**src/rtl/pdm_seq_pkg.sv**
```systemverilog
// pdm_seq_pkg: shared definitions for the PDM level sequencer.
//   - state_t   : sequencer FSM states
//   - DEF_*     : default level width, table depth and hold-counter width
package pdm_seq_pkg;

  localparam int DEF_WIDTH  = 5;
  localparam int DEF_DEPTH  = 8;
  localparam int DEF_HOLD_W = 8;

  typedef enum logic [2:0] {
    IDLE = 3'd0,
    LOAD = 3'd1,
    RAMP = 3'd2,
    HOLD = 3'd3,
    DONE = 3'd4
  } state_t;

endpackage

```
**src/rtl/pdm_seq_table.sv**
```systemverilog
// pdm_seq_table: DEPTH x WIDTH level table.
//   clk    in  : clock
//   we     in  : write strobe
//   waddr  in  : write address
//   wdata  in  : write data
//   raddr  in  : read address
//   rdata  out : asynchronous read data (old contents during a same-cycle write)
// Contents are deliberately not reset.
module pdm_seq_table #(
  parameter int   WIDTH = 5,
  parameter int   DEPTH = 8,
  localparam int  AW    = $clog2(DEPTH)
) (
  input  logic             clk,
  input  logic             we,
  input  logic [AW-1:0]    waddr,
  input  logic [WIDTH-1:0] wdata,
  input  logic [AW-1:0]    raddr,
  output logic [WIDTH-1:0] rdata
);

  logic [WIDTH-1:0] mem [DEPTH];

  always_ff @(posedge clk) begin
    if (we) begin
      mem[waddr] <= wdata;
    end
  end

  assign rdata = mem[raddr];

endmodule

```
**src/rtl/pdm_seq_ctrl.sv**
```systemverilog
// pdm_seq_ctrl: plays a programmable table of PDM density levels into the
// modulator, holding each level for max(hold_cycles,1) clocks, one-shot or looped.
//   clk, reset(active-low, async)
//   cfg_we/cfg_addr/cfg_data : table write port, usable in any state
//   seq_len/hold_cycles/loop_en : playback config, sampled in LOAD
//   start/stop               : playback control pulses (stop wins)
//   pdm_level/pdm_write_en   : level and 1-cycle load strobe to the modulator
//   busy                     : high outside IDLE
//   done                     : 1-cycle pulse at the end of one-shot playback
// Build option: define PDM_SEQ_RAMP_EN to step the level by +/-1 per clock
// towards each new target (and down to 0 on stop) instead of jumping.
module pdm_seq_ctrl
  import pdm_seq_pkg::*;
#(
  parameter int  WIDTH  = DEF_WIDTH,
  parameter int  DEPTH  = DEF_DEPTH,
  parameter int  HOLD_W = DEF_HOLD_W,
  localparam int AW     = $clog2(DEPTH)
) (
  input  logic              clk,
  input  logic              reset,
  input  logic              cfg_we,
  input  logic [AW-1:0]     cfg_addr,
  input  logic [WIDTH-1:0]  cfg_data,
  input  logic [AW-1:0]     seq_len,
  input  logic [HOLD_W-1:0] hold_cycles,
  input  logic              loop_en,
  input  logic              start,
  input  logic              stop,
  output logic [WIDTH-1:0]  pdm_level,
  output logic              pdm_write_en,
  output logic              busy,
  output logic              done
);

  state_t            state_reg;
  logic [AW-1:0]     idx_reg;
  logic [HOLD_W-1:0] hold_cnt_reg;
  logic [AW-1:0]     len_reg;
  logic              loop_reg;
  logic [HOLD_W-1:0] hold_m1_reg;
  logic [WIDTH-1:0]  tbl_q;

  pdm_seq_table #(.WIDTH(WIDTH), .DEPTH(DEPTH)) u_table (
    .clk   (clk),
    .we    (cfg_we),
    .waddr (cfg_addr),
    .wdata (cfg_data),
    .raddr (idx_reg),
    .rdata (tbl_q)
  );

  // Config is live in LOAD (it is being sampled that cycle), latched afterwards.
  logic [HOLD_W-1:0] hold_m1_in;
  logic [HOLD_W-1:0] hold_now;
  logic [AW-1:0]     len_now;
  logic              loop_now;
  state_t            adv_state;
  logic [AW-1:0]     adv_idx;

  assign hold_m1_in = (hold_cycles == '0) ? '0 : hold_cycles - 1'b1;

  always_comb begin
    hold_now = hold_m1_reg;
    len_now  = len_reg;
    loop_now = loop_reg;
    if (state_reg == LOAD) begin
      hold_now = hold_m1_in;
      len_now  = seq_len;
      loop_now = loop_en;
    end
  end

  // Where playback goes once the current entry's hold time is spent.
  always_comb begin
    adv_state = LOAD;
    adv_idx   = idx_reg + 1'b1;
    if (idx_reg == len_now) begin
      if (loop_now) begin
        adv_idx = '0;
      end else begin
        adv_state = DONE;
        adv_idx   = idx_reg;
      end
    end
  end

  logic stop_hit;
`ifdef PDM_SEQ_RAMP_EN
  logic [WIDTH-1:0] target_reg;
  logic             mute_reg;
  logic [WIDTH-1:0] ramp_tgt;
  logic [WIDTH-1:0] step_level;

  assign ramp_tgt   = (state_reg == LOAD) ? tbl_q : target_reg;
  assign step_level = (pdm_level < ramp_tgt) ? pdm_level + 1'b1 : pdm_level - 1'b1;
  // A mute ramp already in progress is not restarted by another stop.
  assign stop_hit   = stop && (state_reg != IDLE) && !mute_reg;
`else
  assign stop_hit   = stop && (state_reg != IDLE);
`endif

  always_ff @(posedge clk or negedge reset) begin
    if (!reset) begin
      state_reg    <= IDLE;
      idx_reg      <= '0;
      hold_cnt_reg <= '0;
      len_reg      <= '0;
      loop_reg     <= 1'b0;
      hold_m1_reg  <= '0;
      pdm_level    <= '0;
      pdm_write_en <= 1'b0;
      busy         <= 1'b0;
      done         <= 1'b0;
`ifdef PDM_SEQ_RAMP_EN
      target_reg   <= '0;
      mute_reg     <= 1'b0;
`endif
    end else begin
      pdm_write_en <= 1'b0;
      done         <= 1'b0;
      if (stop_hit) begin
        pdm_write_en <= 1'b1;
`ifdef PDM_SEQ_RAMP_EN
        if (pdm_level > WIDTH'(1)) begin
          pdm_level <= pdm_level - 1'b1;
          mute_reg  <= 1'b1;
          state_reg <= RAMP;
        end else begin
          pdm_level <= '0;
          state_reg <= IDLE;
          busy      <= 1'b0;
        end
`else
        pdm_level <= '0;
        state_reg <= IDLE;
        busy      <= 1'b0;
`endif
      end else begin
        case (state_reg)
          IDLE: begin
            if (start && !stop) begin
              state_reg <= LOAD;
              idx_reg   <= '0;
              busy      <= 1'b1;
            end
          end
          LOAD: begin
            len_reg      <= seq_len;
            loop_reg     <= loop_en;
            hold_m1_reg  <= hold_m1_in;
            pdm_write_en <= 1'b1;
`ifdef PDM_SEQ_RAMP_EN
            target_reg <= tbl_q;
            if (tbl_q != pdm_level && step_level != tbl_q) begin
              pdm_level <= step_level;
              state_reg <= RAMP;
            end else begin
              pdm_level    <= tbl_q;
              hold_cnt_reg <= hold_now;
              if (hold_now == '0) begin
                state_reg <= adv_state;
                idx_reg   <= adv_idx;
              end else begin
                state_reg <= HOLD;
              end
            end
`else
            pdm_level    <= tbl_q;
            // A one-clock hold skips HOLD entirely so writes land every clock.
            hold_cnt_reg <= hold_now;
            if (hold_now == '0) begin
              state_reg <= adv_state;
              idx_reg   <= adv_idx;
            end else begin
              state_reg <= HOLD;
            end
`endif
          end
`ifdef PDM_SEQ_RAMP_EN
          RAMP: begin
            pdm_write_en <= 1'b1;
            pdm_level    <= step_level;
            if (mute_reg) begin
              if (step_level == '0) begin
                mute_reg  <= 1'b0;
                state_reg <= IDLE;
                busy      <= 1'b0;
              end
            end else if (step_level == target_reg) begin
              // Hold time counts from the write that reaches the target.
              hold_cnt_reg <= hold_now;
              if (hold_now == '0) begin
                state_reg <= adv_state;
                idx_reg   <= adv_idx;
              end else begin
                state_reg <= HOLD;
              end
            end
          end
`endif
          HOLD: begin
            hold_cnt_reg <= hold_cnt_reg - 1'b1;
            if (hold_cnt_reg == HOLD_W'(1)) begin
              state_reg <= adv_state;
              idx_reg   <= adv_idx;
            end
          end
          DONE: begin
            done      <= 1'b1;
            busy      <= 1'b0;
            state_reg <= IDLE;
          end
          default: begin
            state_reg <= IDLE;
            busy      <= 1'b0;
          end
        endcase
      end
    end
  end

endmodule

```
**config.mk**
```make
export PLATFORM = sky130hd
export DESIGN_NAME = pdm_seq_ctrl
export DESIGN_NICKNAME = d
export VERILOG_FILES = /design/src/rtl/pdm_seq_pkg.sv /design/src/rtl/pdm_seq_table.sv /design/src/rtl/pdm_seq_ctrl.sv
export SDC_FILE = /design/constraint.sdc
export NUM_CORES = 1
export LEC_CHECK = 0
export CORE_MARGIN = 5
export CORE_UTILIZATION = 46
export DETAILED_ROUTE_END_ITERATION = 12
export MAX_ROUTING_LAYER = met4
export PLACE_DENSITY = 0.66
export SYNTH_ARGS = -nofsm -noshare
export SYNTH_HDL_FRONTEND = slang
export SYNTH_SLANG_ARGS = --single-unit
```
**constraint.sdc**
```tcl
create_clock -name clk -period 2.65 [get_ports clk]
set_input_delay 0.6625 -clock clk [delete_from_list [all_inputs] [get_ports clk]]
set_output_delay 0.6625 -clock clk [all_outputs]
set_load 0.02 [all_outputs]
```
## Yosys cells after proc, flatten, opt, wreduce, memory -nomap -nowiden

Memories as Yosys holds them, arrays and structs flattened.
Index checks and enable logic that the tools add are counted.

| storage, ports and cells | value |
|---|---|
| RAM bits | 40 |
| register bits after elaboration | 34 |
| memories | 1 |
| output and inout port bits | 8 |

Memory list:

| memory | words | bits a word | read ports | clocked after Yosys merged registers in | wr ports | line | text |
|---|---|---|---|---|---|---|---|
| u_table.mem | 8 | 5 | 1 | 0 | 1 | pdm_seq_table.sv:22 | `logic [WIDTH-1:0] mem [DEPTH];` |

| cells by class | value |
|---|---|
| multiplexer cells | 29 |
| eq/ne operators | 11 |
| bitwise gates (word level) | 1 |
| reductions and logical operators | 15 |
| add/sub/neg operators | 3 |

Operator list:

| operator | count |
|---|---|
| 3-bit 2-to-1 mux | 12 |
| 3-bit case mux with 3 select lines | 2 |
| 8-bit zero test | 2 |
| 8-bit 2-to-1 mux | 2 |
| 8-bit case mux with 2 select lines | 1 |
| 8-bit by 1-bit subtractor with 8-bit output, second input constant | 2 |
| 5-bit 2-to-1 mux | 2 |
| 1-bit 2-to-1 mux | 9 |
| 8-bit by 1-bit == test with 1-bit output, second input constant | 1 |
| 3-bit != test, second input constant | 2 |
| 2-bit AND reduction | 3 |
| 3-bit nonzero test | 2 |
| 5-bit AND reduction | 1 |
| 2-bit by 1-bit != test with 1-bit output, second input constant | 2 |
| 2-bit != test, second input constant | 2 |
| 2-bit nonzero test | 2 |
| 3-bit by 1-bit adder with 3-bit output, second input constant | 1 |
| 3-bit by 1-bit == test with 1-bit output, second input constant | 1 |
| 3-bit by 2-bit == test with 1-bit output, second input constant | 1 |
| 3-bit == test | 1 |
| 3-bit == test, second input constant | 1 |
| 3-bit zero test | 1 |
| 1-bit logical AND | 2 |
| 1-bit case mux with 2 select lines | 1 |
| other kinds (3) | 3 |

## Logic depth before layout (Yosys ltp)

Gate-level depths: netlist (run 1).

| logic depth | value |
|---|---|
| depth in word-level cells | 7 |
| gate-level depth with buffers | 9 |
| depth with buffers taken out | 9 |

## Modules after synthesis

A second synthesis (run 1) with hierarchy kept.

| second synthesis, totals | value |
|---|---|
| cell total of the unflattened synthesis | 283 |
| area, all modules | 3593.4 sq um |

Modules (own cells, without submodules):

| module | times used | area each (sq um) | cells each |
|---|---|---|---|
| pdm_seq_ctrl | 1 | 1999.4 | 213 |
| pdm_seq_table | 1 | 1594.0 | 70 |

## Worst setup path after synthesis (run 1)

No wires, ideal clock.

| path | value |
|---|---|
| kind | input to register |
| start | in hold_cycles[4] |
| end | reg idx_reg[2] |
| data required time | 2518 ps |
| arrival time | 2547 ps |
| library setup time | 132 ps |
| setup slack | -29 ps |
| stages | 8 |
| buffers on the path | 1 |
| cells stage by stage | clkbuf_2 or4_4 nor3_1 a211oi_1 a211oi_2 a31oi_4 o31ai_1 o31ai_1 |

| on the way | value |
|---|---|
| cells in the longest elaborated chain, start to end | 6 |

Ends and longest elaborated chain:

| what | line | text |
|---|---|---|
| from (decl) | pdm_seq_ctrl.sv:26 | `input logic [HOLD_W-1:0] hold_cycles,` |
| 8-bit by 1-bit subtractor with 8-bit output / 8-bit zero test (equally long branches) | pdm_seq_ctrl.sv:61 | `assign hold_m1_in = (hold_cycles == '0) ? '0 : hold_cycles - 1'b1;` |
| 8-bit 2-to-1 mux (*) | pdm_seq_ctrl.sv:61 |  |
| 8-bit 2-to-1 mux (*) | - |  |
| 8-bit zero test (*) | pdm_seq_ctrl.sv:172 | `if (hold_now == '0) begin` |
| 2-bit by 1-bit != test with 1-bit output (no line) (*) | - |  |
| 5-bit AND reduction (no line) (*) | - |  |
| to (signal assigned) | pdm_seq_ctrl.sv:174 | `idx_reg <= adv_idx;` |
| to (signal assigned) | pdm_seq_ctrl.sv:206 | `idx_reg <= adv_idx;` |
| to (decl) | pdm_seq_ctrl.sv:37 | `logic [AW-1:0] idx_reg;` |

Mark *: on every way between the ends. The rest lies on a longest branch, timed or not.
A chain may end at the register's enable or synchronous reset.

## Final worst setup path (run 1)

| path | value |
|---|---|
| start | in hold_cycles[5] |
| end | reg idx_reg[1] |

Same word-level chain as after synthesis.

==> results of run 1 <==
-- final timing paths --
check / slack, ns / from / cells after the start / to
worst min-delay path: 0.48 / pdm_level[0] / 2 / pdm_level[0]
worst max-delay path: 0.07 / hold_cycles[5] / 8 / idx_reg[1]
max in group asynchronous: 1.60 / reset / 2 / loop_reg
worst min register to register: 0.48 / pdm_level[0] / 2 / pdm_level[0]
min in group asynchronous: 0.72 / reset / 2 / hold_m1_reg[4]
worst max register to register: 0.33 / state_reg[0] / 7 / idx_reg[0]
-- layer usage --
| metal | wire (um) | global-route usage | vias up |
|---|---|---|---|
| met2 | 3740 | 0.272 | 45 |
| met3 | 243 | 0.0357 | 16 |
| met1 | 3280 | 0.200 | 1205 |
| met5 | 0 | - | - |
| li1 | - | - | 1196 |
| met4 | 159 | 0.0682 | 0 |
-- logic make-up after synthesis --
logic type               synth area share
AO/OA/AOI/OAI                       0.120
XOR/XNOR                           0.0123
adder cells (fa/ha/maj)            0.0141
buffers and inverters              0.0310
flip-flops                          0.578
multiplexers                        0.120
AND/OR/NAND/NOR                     0.125
-- metrics by stage --
step	util	area [um^2]	hold WS, ns
2_1_floorplan	-	3560	0.367
3_3_place_gp	0.546	4160	0.475
3_5_place_dp	0.546	4160	0.474
4_1_cts	0.580	4410	0.490
5_1_grt	0.588	4480	0.522
6_report	0.588	4480	0.484
-- cell type report --
type                       instances  share of cell area
inverter                           9             0.00755
multi-input combinational        192               0.328
clock buffer                       9              0.0277
clock inverter                     6              0.0238
tap                              102              0.0285
sequential                        74               0.458
timing repair buffer              63               0.126
-- timing repair --
action / 4_1_cts / 5_1_grt
gates resized for setup: 4 / 15
setup endpoints to repair: 4 / 6
pin swaps: 5 / 8
setup buffers: 1 / 1
gates cloned: 0 / 0
-- worst register-to-register path: cells and delay by family, from the launching register on --
kind | cells | cell delay (ns)
simple gates | 4 | 1.26
flops | 1 | 0.48
mux | 2 | 0.38
xor+xnor | 1 | 0.10
-- power by group through the flow --
stage | clock network, W | logic [W] | registers, W
after floorplan | 0 | 0.00129 | 0.00167
after detailed placement | 0 | 0.00185 | 0.00170
final | 0.00102 | 0.00192 | 0.00168
after CTS | 0.00104 | 0.00190 | 0.00168
after global placement | 0 | 0.00183 | 0.00168
after global routing | 0.00110 | 0.00212 | 0.00171
-- cell usage in the layout, fill, tap and decap left out, types with 10 or more instances in the layout --
cell / n
buf_4: 31
nand2_1: 22
edfxtp_1: 40
clkdlybuf4s50_1: 26
mux2i_1: 11
o21ai_0: 19
a21oi_1: 15
dfrtp_1: 34
nor2_1: 28
mux4_2: 10
==> out/summary.txt, run 1 <==
run status = completed
Max VDD drop = 0.000362 V
largest cells by area after synthesis = edfxtp_1 34%, dfrtp_1 24%, mux4_2 6.3%
Congestion Overflow GR = 0
EDFF count, synth = 40
Root Driver = clkbuf_8
fmax = 387 MHz
switch share = 0.350
synthesized instance count = 289
clock sinks = 74
CP arrival = 2.83 ns
Die Wd = 97.9 um
Syn Nets = 318
routed wire length = 7430 um
Avg WL per Cell = 16.3 um
slowest CP cell = or4_4
fraction of layout instances using a drive strength above 1 = 0.235
setup violators final = 0
clk buf depth = 2
Yosys top cell area share = 0.338
crit path capture type = register
RSZ-0062 raised after global routing = false
filler instances = 632
hpwl dp = 5260 um
1st-iter DRT viols = 85
max-slew violations = 0
# placed instances = 438
initial antenna violation count = 0
Vias/cell = 5.41
Buf/Inv on CP = 1
Cell Rows = 32
n_diodes = 0
combinational share of power = 0.415
Hold Buf Count CTS = 0
Largest register FFs = 40
Max transition margin = 0.576
Cell Chain, Critical Path = dlygate4sd2_1, or4_4, or4_4, a31oi_4, a211oi_4, a31oi_4, o21ai_0, o31ai_1
GRT Util Overall = 0.166
post-layout min period = 2.58 ns
I/O pins = 33
Top delay family on crit path = simple AND/OR/NAND/NOR gates
Worst-path clk slew = 0.08 ns
Num CTS Buffers = 9
clock share of power = 0.221
Worst-Margin Slew = 0.631 ns
P_sw = 0.00162 W
Fin. Hold Viols = 0
ys async rst share = 0.459
total number of vias = 2462
Die Ht = 97.9 um
sequential element share of the synthesized area = 0.578
total power = 0.00462 W
most numerous cell in the Yosys netlist = edfxtp_1
required time worst endpoint = 2.90 ns
worst skew pair latency = 0.34 ns
placer congestion estimate = 0.894
I/O Buffers = 32
Mapped Avg Cell Area = 12.3 um^2
Seq. cell area = 2050 um^2
Core Area = 7610 um^2
CTS H-tree depth = 3
vias in the first global route = 2480
cell taking the most area after synthesis = edfxtp_1
Synth Flop Type = edfxtp_1
Syn-to-layout area delta = 26.0%
Mapped Area = 3550 um^2
ranking of synthesized cells by instance count = 40 x edfxtp_1, 34 x dfrtp_1, 28 x nor2_1
number of library cell types mapped by synthesis = 49
CTS tree = yes
MaxCap Viol Count = 0
Hold WC Path Type = register to register
post-synthesis register bit count = 74
Seq pwr share = 0.364
Pint = 0.00300 W
Max Fanout on Critical Path = 6
P_leak = 1.72 nW
Final nets = 378
area of the multi-input gates = 1470 um^2
Clock Skews = 0.00817 ns
CP Launch Type = primary input
dpl ws = -0.414 ns
Worst Slack Setup Final = 0.0661 ns
Yosys warning count = 0
DRC Markers = 0
Final Cycle Share = 0.975
Final Non-Filler Cells = 455
Largest stage delay, worst path = 0.59 ns
pwr dens = 1030 nW/um^2
first-pass GRT wire length = 12200 um
final setup TNS = 0 ns
Setup CP Type = primary input to register
Initial Utilization = 0.467
ANT nets after route = 0
drt first pass iters = 4
die area = 9580 um^2
largest net degree at the start of global routing = 35
(Power assumes the default switching activity.)
==> run 2, diff against run 1 <==
Settings changed: CTS_BUF_LIST set to sky130_fd_sc_hd__clkbuf_4 sky130_fd_sc_hd__clkbuf_8, GPL_TIMING_DRIVEN set to 0.
==> run 2 against run 1 <==
  * Sequential share of layout area rose by 2.4 points
  * Critical path depth stayed put
  * Flip-flop and latch count unchanged
  * Worst hold slack lost 0.10 ns
  * Clock-buffer cell count unchanged
  * Combinational power fell by 4%
  * Die area stayed put
  * Critical endpoint is now idx_reg[2]
  * Maximum frequency increased by 0.84%
  * Power shrank 7.4%
==> out/summary.txt, run 2 (same netlist as run 1, synthesis figures left out) <==
Final Cycle Share = 0.967 (was 0.975)
Syn-to-layout area delta = 19.8% (was 26.0%)
largest net degree at the start of global routing = 35 (unchanged)
MaxCap Viol Count = 0 (unchanged)
CP Launch Type = primary input (unchanged)
DRC Markers = 0 (unchanged)
n_diodes = 0 (unchanged)
hpwl dp = 5010 um (was 5260 um)
final setup TNS = 0 ns (unchanged)
ANT nets after route = 0 (unchanged)
GRT Util Overall = 0.167 (was 0.166)
run status = completed (unchanged)
Worst Slack Setup Final = 0.0876 ns (was 0.0661 ns)
first-pass GRT wire length = 12200 um (about the same)
Core Area = 7610 um^2 (unchanged)
Fin. Hold Viols = 0 (unchanged)
filler instances = 686 (was 632)
total power = 0.00428 W (was 0.00462 W)
initial antenna violation count = 0 (unchanged)
crit path from = hold_cycles[5] (unchanged)
Fin Hold WS = 0.382 ns (was 0.484 ns)
required time worst endpoint = 2.90 ns (about the same)
Congestion Overflow GR = 0 (unchanged)
Initial Utilization = 0.467 (unchanged)
Max VDD drop = 0.000357 V (was 0.000362 V)
vias in the first global route = 2469 (was 2480)
Largest register FFs = 40 (unchanged)
pwr dens = 1010 nW/um^2 (was 1030 nW/um^2)
crit path capture type = register (unchanged)
1st-iter DRT viols = 82 (was 85)
post-route cell area = 4260 um^2 (was 4480 um^2)
die area = 9580 um^2 (unchanged)
Avg WL per Cell = 16.4 um (was 16.3 um)
worst skew pair latency = 0.34 ns (about the same)
I/O Buffers = 30 (was 32)
max-slew violations = 0 (unchanged)
clk buf depth = 2 (unchanged)
dpl ws = -0.532 ns (was -0.414 ns)
area of placed instances = 3990 um^2 (was 4160 um^2)
Max Fanout on Critical Path = 6 (unchanged)
total number of vias = 2403 (was 2462)
clock sinks = 74 (unchanged)
Seq. cell area = 2050 um^2 (unchanged)
Clock Skews = 0.00910 ns (was 0.00817 ns)
CTS tree = yes (unchanged)
CTS H-tree depth = 3 (unchanged)
placer congestion estimate = 0.876 (was 0.894)
fraction of layout instances using a drive strength above 1 = 0.178 (was 0.235)
Worst-path clk slew = 0.08 ns (about the same)
fmax = 390 MHz (was 387 MHz)
Setup CP Type = primary input to register (unchanged)
Final nets = 361 (was 378)
r2r startpoint = state_reg[1] (was state_reg[0])
Root Driver = clkbuf_8 (unchanged)
setup violators final = 0 (unchanged)
Vias/cell = 5.47 (was 5.41)
Die Wd = 97.9 um (unchanged)
Die Ht = 97.9 um (unchanged)
Cell Rows = 32 (unchanged)
commonest non-fill, non-tap cell in the layout = edfxtp_1 (unchanged)
drt first pass iters = 4 (unchanged)
Max transition margin = 0.367 (was 0.576)
most frequent cells in the layout = 40 x edfxtp_1, 34 x dfrtp_1, 28 x nor2_1, 24 x clkdlybuf4s50_1, 22 x nand2_1 (was 40 x edfxtp_1, 34 x dfrtp_1, 31 x buf_4, 28 x nor2_1, 26 x clkdlybuf4s50_1)
area of the multi-input gates = 1470 um^2 (about the same)
post-layout min period = 2.56 ns (was 2.58 ns)
Hold WC Path Type = primary input to asynchronous set/reset pin (was register to register)
P_leak = 1.56 nW (was 1.72 nW)
routed wire length = 7180 um (was 7430 um)
Worst-Margin Slew = 0.943 ns (was 0.631 ns)
Num CTS Buffers = 9 (unchanged)
CP arrival = 2.81 ns (was 2.83 ns)
I/O pins = 33 (unchanged)
run 2: cell count changes in the layout (fill, tap and decap cells not counted), sizes merged, moves of 2 or more:
cell and change:
clkdlybuf4s50 -2, inv +2, clkbuf +10, bufinv -3, buf -24, dlymetal6s2s -2
run 2: final cells by class:
class	count	share of cell area
Buffer	14	0.0179
Inverter	9	0.00794
Timing Repair Buffer	32	0.0741
Multi-Input combinational cell	192	0.346
Sequential cell	74	0.482
Clock buffer	9	0.0291
Tap cell	102	0.0300
Clock inverter	7	0.0126
run 2: routing by layer:
layer / global-route usage / share of wire / vias up
met1: 0.221 / 0.46 / 1191
met2: 0.250 / 0.49 / 34
met3: 0.0421 / 0.033 / 9
li1: - / - / 1169
met4: 0.0628 / 0.017 / 0
met5: - / 0 / -
run 2: final timing paths:
check	to	slack, ns	cells after the start
worst max-delay path	idx_reg[2]	0.09	8
worst min-delay path	hold_m1_reg[6]	0.38	1
worst max register to register	idx_reg[2]	0.20	9
worst min register to register	pdm_level[0]	0.50	2
max in group asynchronous	loop_reg	1.76	1
min in group clk	pdm_level[0]	0.50	2
run 2: critical path: stages:
cell	delay, ns
dlygate4sd2_1	0.28
or4_4	0.62
or4_4	0.46
a31oi_4	0.19
a211oi_4	0.08
a31oi_4	0.31
o31ai_1	0.12
o31ai_1	0.09
run 2: per-stage QoR:
stage,util,std cells
CTS,0.551,438
global placement,0.525,421
detailed placement,0.524,421
finish,0.559,439
floorplan,-,289
global route,0.559,439
run 2: power by group:
part	switching, W	leakage [nW]	internal [W]
logic	0.00101	0.696	0.000842
clock network	0.000440	0.0839	0.000346
registers	0.000170	0.782	0.00147
total	0.00162	1.56	0.00266
run 2: repair_timing:
item	CTS	global route
setup endpoints to repair	6	6
pin swaps	6	6
gates resized for setup	10	10
hold buffers	0	0
endpoints found under the hold margin	0	0
buffers inserted	1	1
gates cloned	0	0
==> run 3, diff against run 2 <==
Settings changed: RECOVER_POWER set to 25.
==> run 3 against run 2 <==
  * Utilization hardly changed
  * Critical endpoint unchanged
  * Sequential power hardly changed
  * Largest cell class unchanged
  * Clock power hardly changed
  * Worst hold slack better by 0.11 ns
  * Power hardly changed
  * Critical path depth stayed put
  * Register-to-register slack hardly changed
  * First-iteration DRC count stayed put
  * The run now ends with capacitance limit, slew limit left
  * Global-route usage stayed put
==> out/summary.txt, run 3 (same netlist as run 1, synthesis figures left out) <==
failing checks = capacitance limit, slew limit
P_leak = 1.56 nW (about the same)
Root Driver = clkbuf_8 (unchanged)
fraction of layout instances using a drive strength above 1 = 0.175 (was 0.178)
1st-iter DRT viols = 82 (unchanged)
setup violators final = 0 (unchanged)
CTS tree = yes (unchanged)
CP arrival = 2.81 ns (about the same)
Hold Crit Depth = 2
worst skew pair latency = 0.34 ns (about the same)
Vias/cell = 5.47 (unchanged)
initial antenna violation count = 0 (unchanged)
routed wire length = 7180 um (about the same)
r2r startpoint = state_reg[1] (unchanged)
Cell Rows = 32 (unchanged)
Setup CP Type = primary input to register (unchanged)
Initial Utilization = 0.467 (unchanged)
Worst-path clk slew = 0.08 ns (about the same)
Die Ht = 97.9 um (unchanged)
max-slew violations = 35 (was 0)
Core Area = 7610 um^2 (unchanged)
Congestion Overflow GR = 0 (unchanged)
n_diodes = 0 (unchanged)
Seq pwr share = 0.384 (about the same)
hold path startpoint = pdm_level[0]
CTS H-tree depth = 3 (unchanged)
Fin. Hold Viols = 0 (unchanged)
Num CTS Buffers = 9 (unchanged)
Avg WL per Cell = 16.4 um (about the same)
die area = 9580 um^2 (unchanged)
fmax = 390 MHz (unchanged)
met2 Usage GRT = 0.250 (unchanged)
total number of vias = 2403 (unchanged)
hpwl dp = 5010 um (unchanged)
I/O Buffers = 30 (unchanged)
first-pass GRT wire length = 12200 um (unchanged)
CP Launch Type = primary input (unchanged)
clk buf depth = 2 (unchanged)
Largest register FFs = 40 (unchanged)
crit path capture type = register (unchanged)
Syn-to-layout area delta = 19.8% (about the same)
pwr dens = 1010 nW/um^2 (about the same)
post-layout min period = 2.56 ns (unchanged)
Final nets = 361 (unchanged)
Max transition margin = -0.238 (was 0.367)
R2R setup slack = 0.20 ns (about the same)
Pint = 0.00266 W (about the same)
Largest stage delay, worst path = 0.62 ns (about the same)
Hold WC Path Type = register to register (was primary input to asynchronous set/reset pin)
clock sinks = 74 (unchanged)
Cell Chain, Critical Path = dlygate4sd2_1, or4_4, or4_4, a31oi_4, a211oi_4, a31oi_4, o31ai_1, o31ai_1 (unchanged)
Worst-Margin Slew = 1.86 ns (was 0.943 ns)
most frequent cells in the layout = 40 x edfxtp_1, 34 x dfrtp_1, 28 x nor2_1, 23 x clkdlybuf4s50_1, 22 x nand2_1 (was 40 x edfxtp_1, 34 x dfrtp_1, 28 x nor2_1, 24 x clkdlybuf4s50_1, 22 x nand2_1)
slowest CP cell = or4_4 (unchanged)
largest net degree at the start of global routing = 35 (unchanged)
reg2reg end = idx_reg[2] (unchanged)
Max VDD drop = 0.000357 V (about the same)
required time worst endpoint = 2.90 ns (about the same)
MaxCap Viol Count = 1 (was 0)
Clock Skews = 0.00910 ns (unchanged)
Max Fanout on Critical Path = 6 (unchanged)
Min-Delay Endpoint = pdm_level[0]
Top delay family on crit path = simple AND/OR/NAND/NOR gates (unchanged)
clock share of power = 0.184 (about the same)
placer congestion estimate = 0.876 (unchanged)
Buf/Inv on CP = 1 (unchanged)
R2R cell count = 9 (unchanged)
Final Cycle Share = 0.967 (unchanged)
commonest non-fill, non-tap cell in the layout = edfxtp_1 (unchanged)
vias in the first global route = 2469 (unchanged)
total power = 0.00428 W (about the same)
switch share = 0.379 (was 0.378)
run status = finished with violations (was completed)
DRC Markers = 0 (unchanged)
Most Crowded Layer GR = met2 (unchanged)
combinational share of power = 0.432 (was 0.433)
GRT Util Overall = 0.167 (unchanged)
ANT nets after route = 0 (unchanged)
met1 usage = 0.221 (unchanged)
Die Wd = 97.9 um (unchanged)
met3 Use GR = 0.0421 (unchanged)
I/O pins = 33 (unchanged)
final setup TNS = 0 ns (unchanged)
P_sw = 0.00162 W (unchanged)
drt first pass iters = 4 (unchanged)
==> run 3: cell count changes in the layout (fill, tap and decap cells not counted) <==
cell,before,now
buf_2,2,1
clkbuf_1,8,9
clkdlybuf4s50_1,24,23
dlygate4sd3_1,0,1
==> run 3: worst max path at each step <==
stage | cells after the start | endpoint | from | slack [ns]
detailed placement | 10 | idx_reg[1] | hold_cycles[0] | -0.53
finish | 8 | idx_reg[2] | hold_cycles[5] | 0.09
global route | 8 | idx_reg[1] | hold_cycles[5] | -0.007
global placement | 10 | idx_reg[1] | hold_cycles[0] | -0.50
CTS | 10 | idx_reg[2] | hold_cycles[1] | 0.03
floorplan | 7 | state_reg[2] | hold_cycles[4] | 0.002
==> run 3: area by class of cell <==
cell class / count / area (um^2)
buffer: 14 / 76.3
clock buffer: 9 / 124
clock inverter: 7 / 53.8
fill: 686 / 3350
inverter: 9 / 33.8
multi-input combinational: 192 / 1470
sequential: 74 / 2050
tap: 102 / 128
timing repair buffer: 32 / 314
==> run 3: power by group through the flow <==
stage	Combinational [W]	Sequential, W	Clock, W
after CTS	0.00181	0.00164	0.000809
after floorplan	0.00129	0.00167	0
after detailed placement	0.00178	0.00166	0
final	0.00185	0.00164	0.000786
after global routing	0.00207	0.00168	0.000870
after global placement	0.00175	0.00166	0
==> run 3: repair_timing <==
item	4_1_cts	5_1_grt
setup buffers	1	1
gates resized for setup	10	10
setup endpoints to repair	6	6
hold endpoints to repair	0	0
cloned	0	0
pin swaps	6	6
hold buffers	0	0
==> run 3: through the flow <==
stage	worst slack, ns	area [um^2]	hold WS, ns	util	std cells
floorplan	0.00191	3560	0.367	-	289
global placement	-0.500	3990	0.473	0.525	421
detailed placement	-0.532	3990	0.482	0.524	421
CTS	0.0339	4200	0.418	0.551	438
global route	-0.00709	4250	0.523	0.559	439
finish	0.0876	4250	0.497	0.559	439
==> run 3: routing by layer <==
layer	wire length, um	up-vias
met2	3520	34
met1	3300	1191
met5	0	-
met4	120	0
met3	236	9
li1	-	1169
==> run 3: worst reg2reg max path, cell delays in order (launching register included) <==
cell	delay, ns
dfrtp_1	0.36
clkbuf_1	0.22
nor3b_2	0.36
clkbuf_8	0.26
mux2i_1	0.23
xnor2_1	0.12
o31a_1	0.32
nor2b_1	0.15
o31ai_1	0.21
o31ai_1	0.10
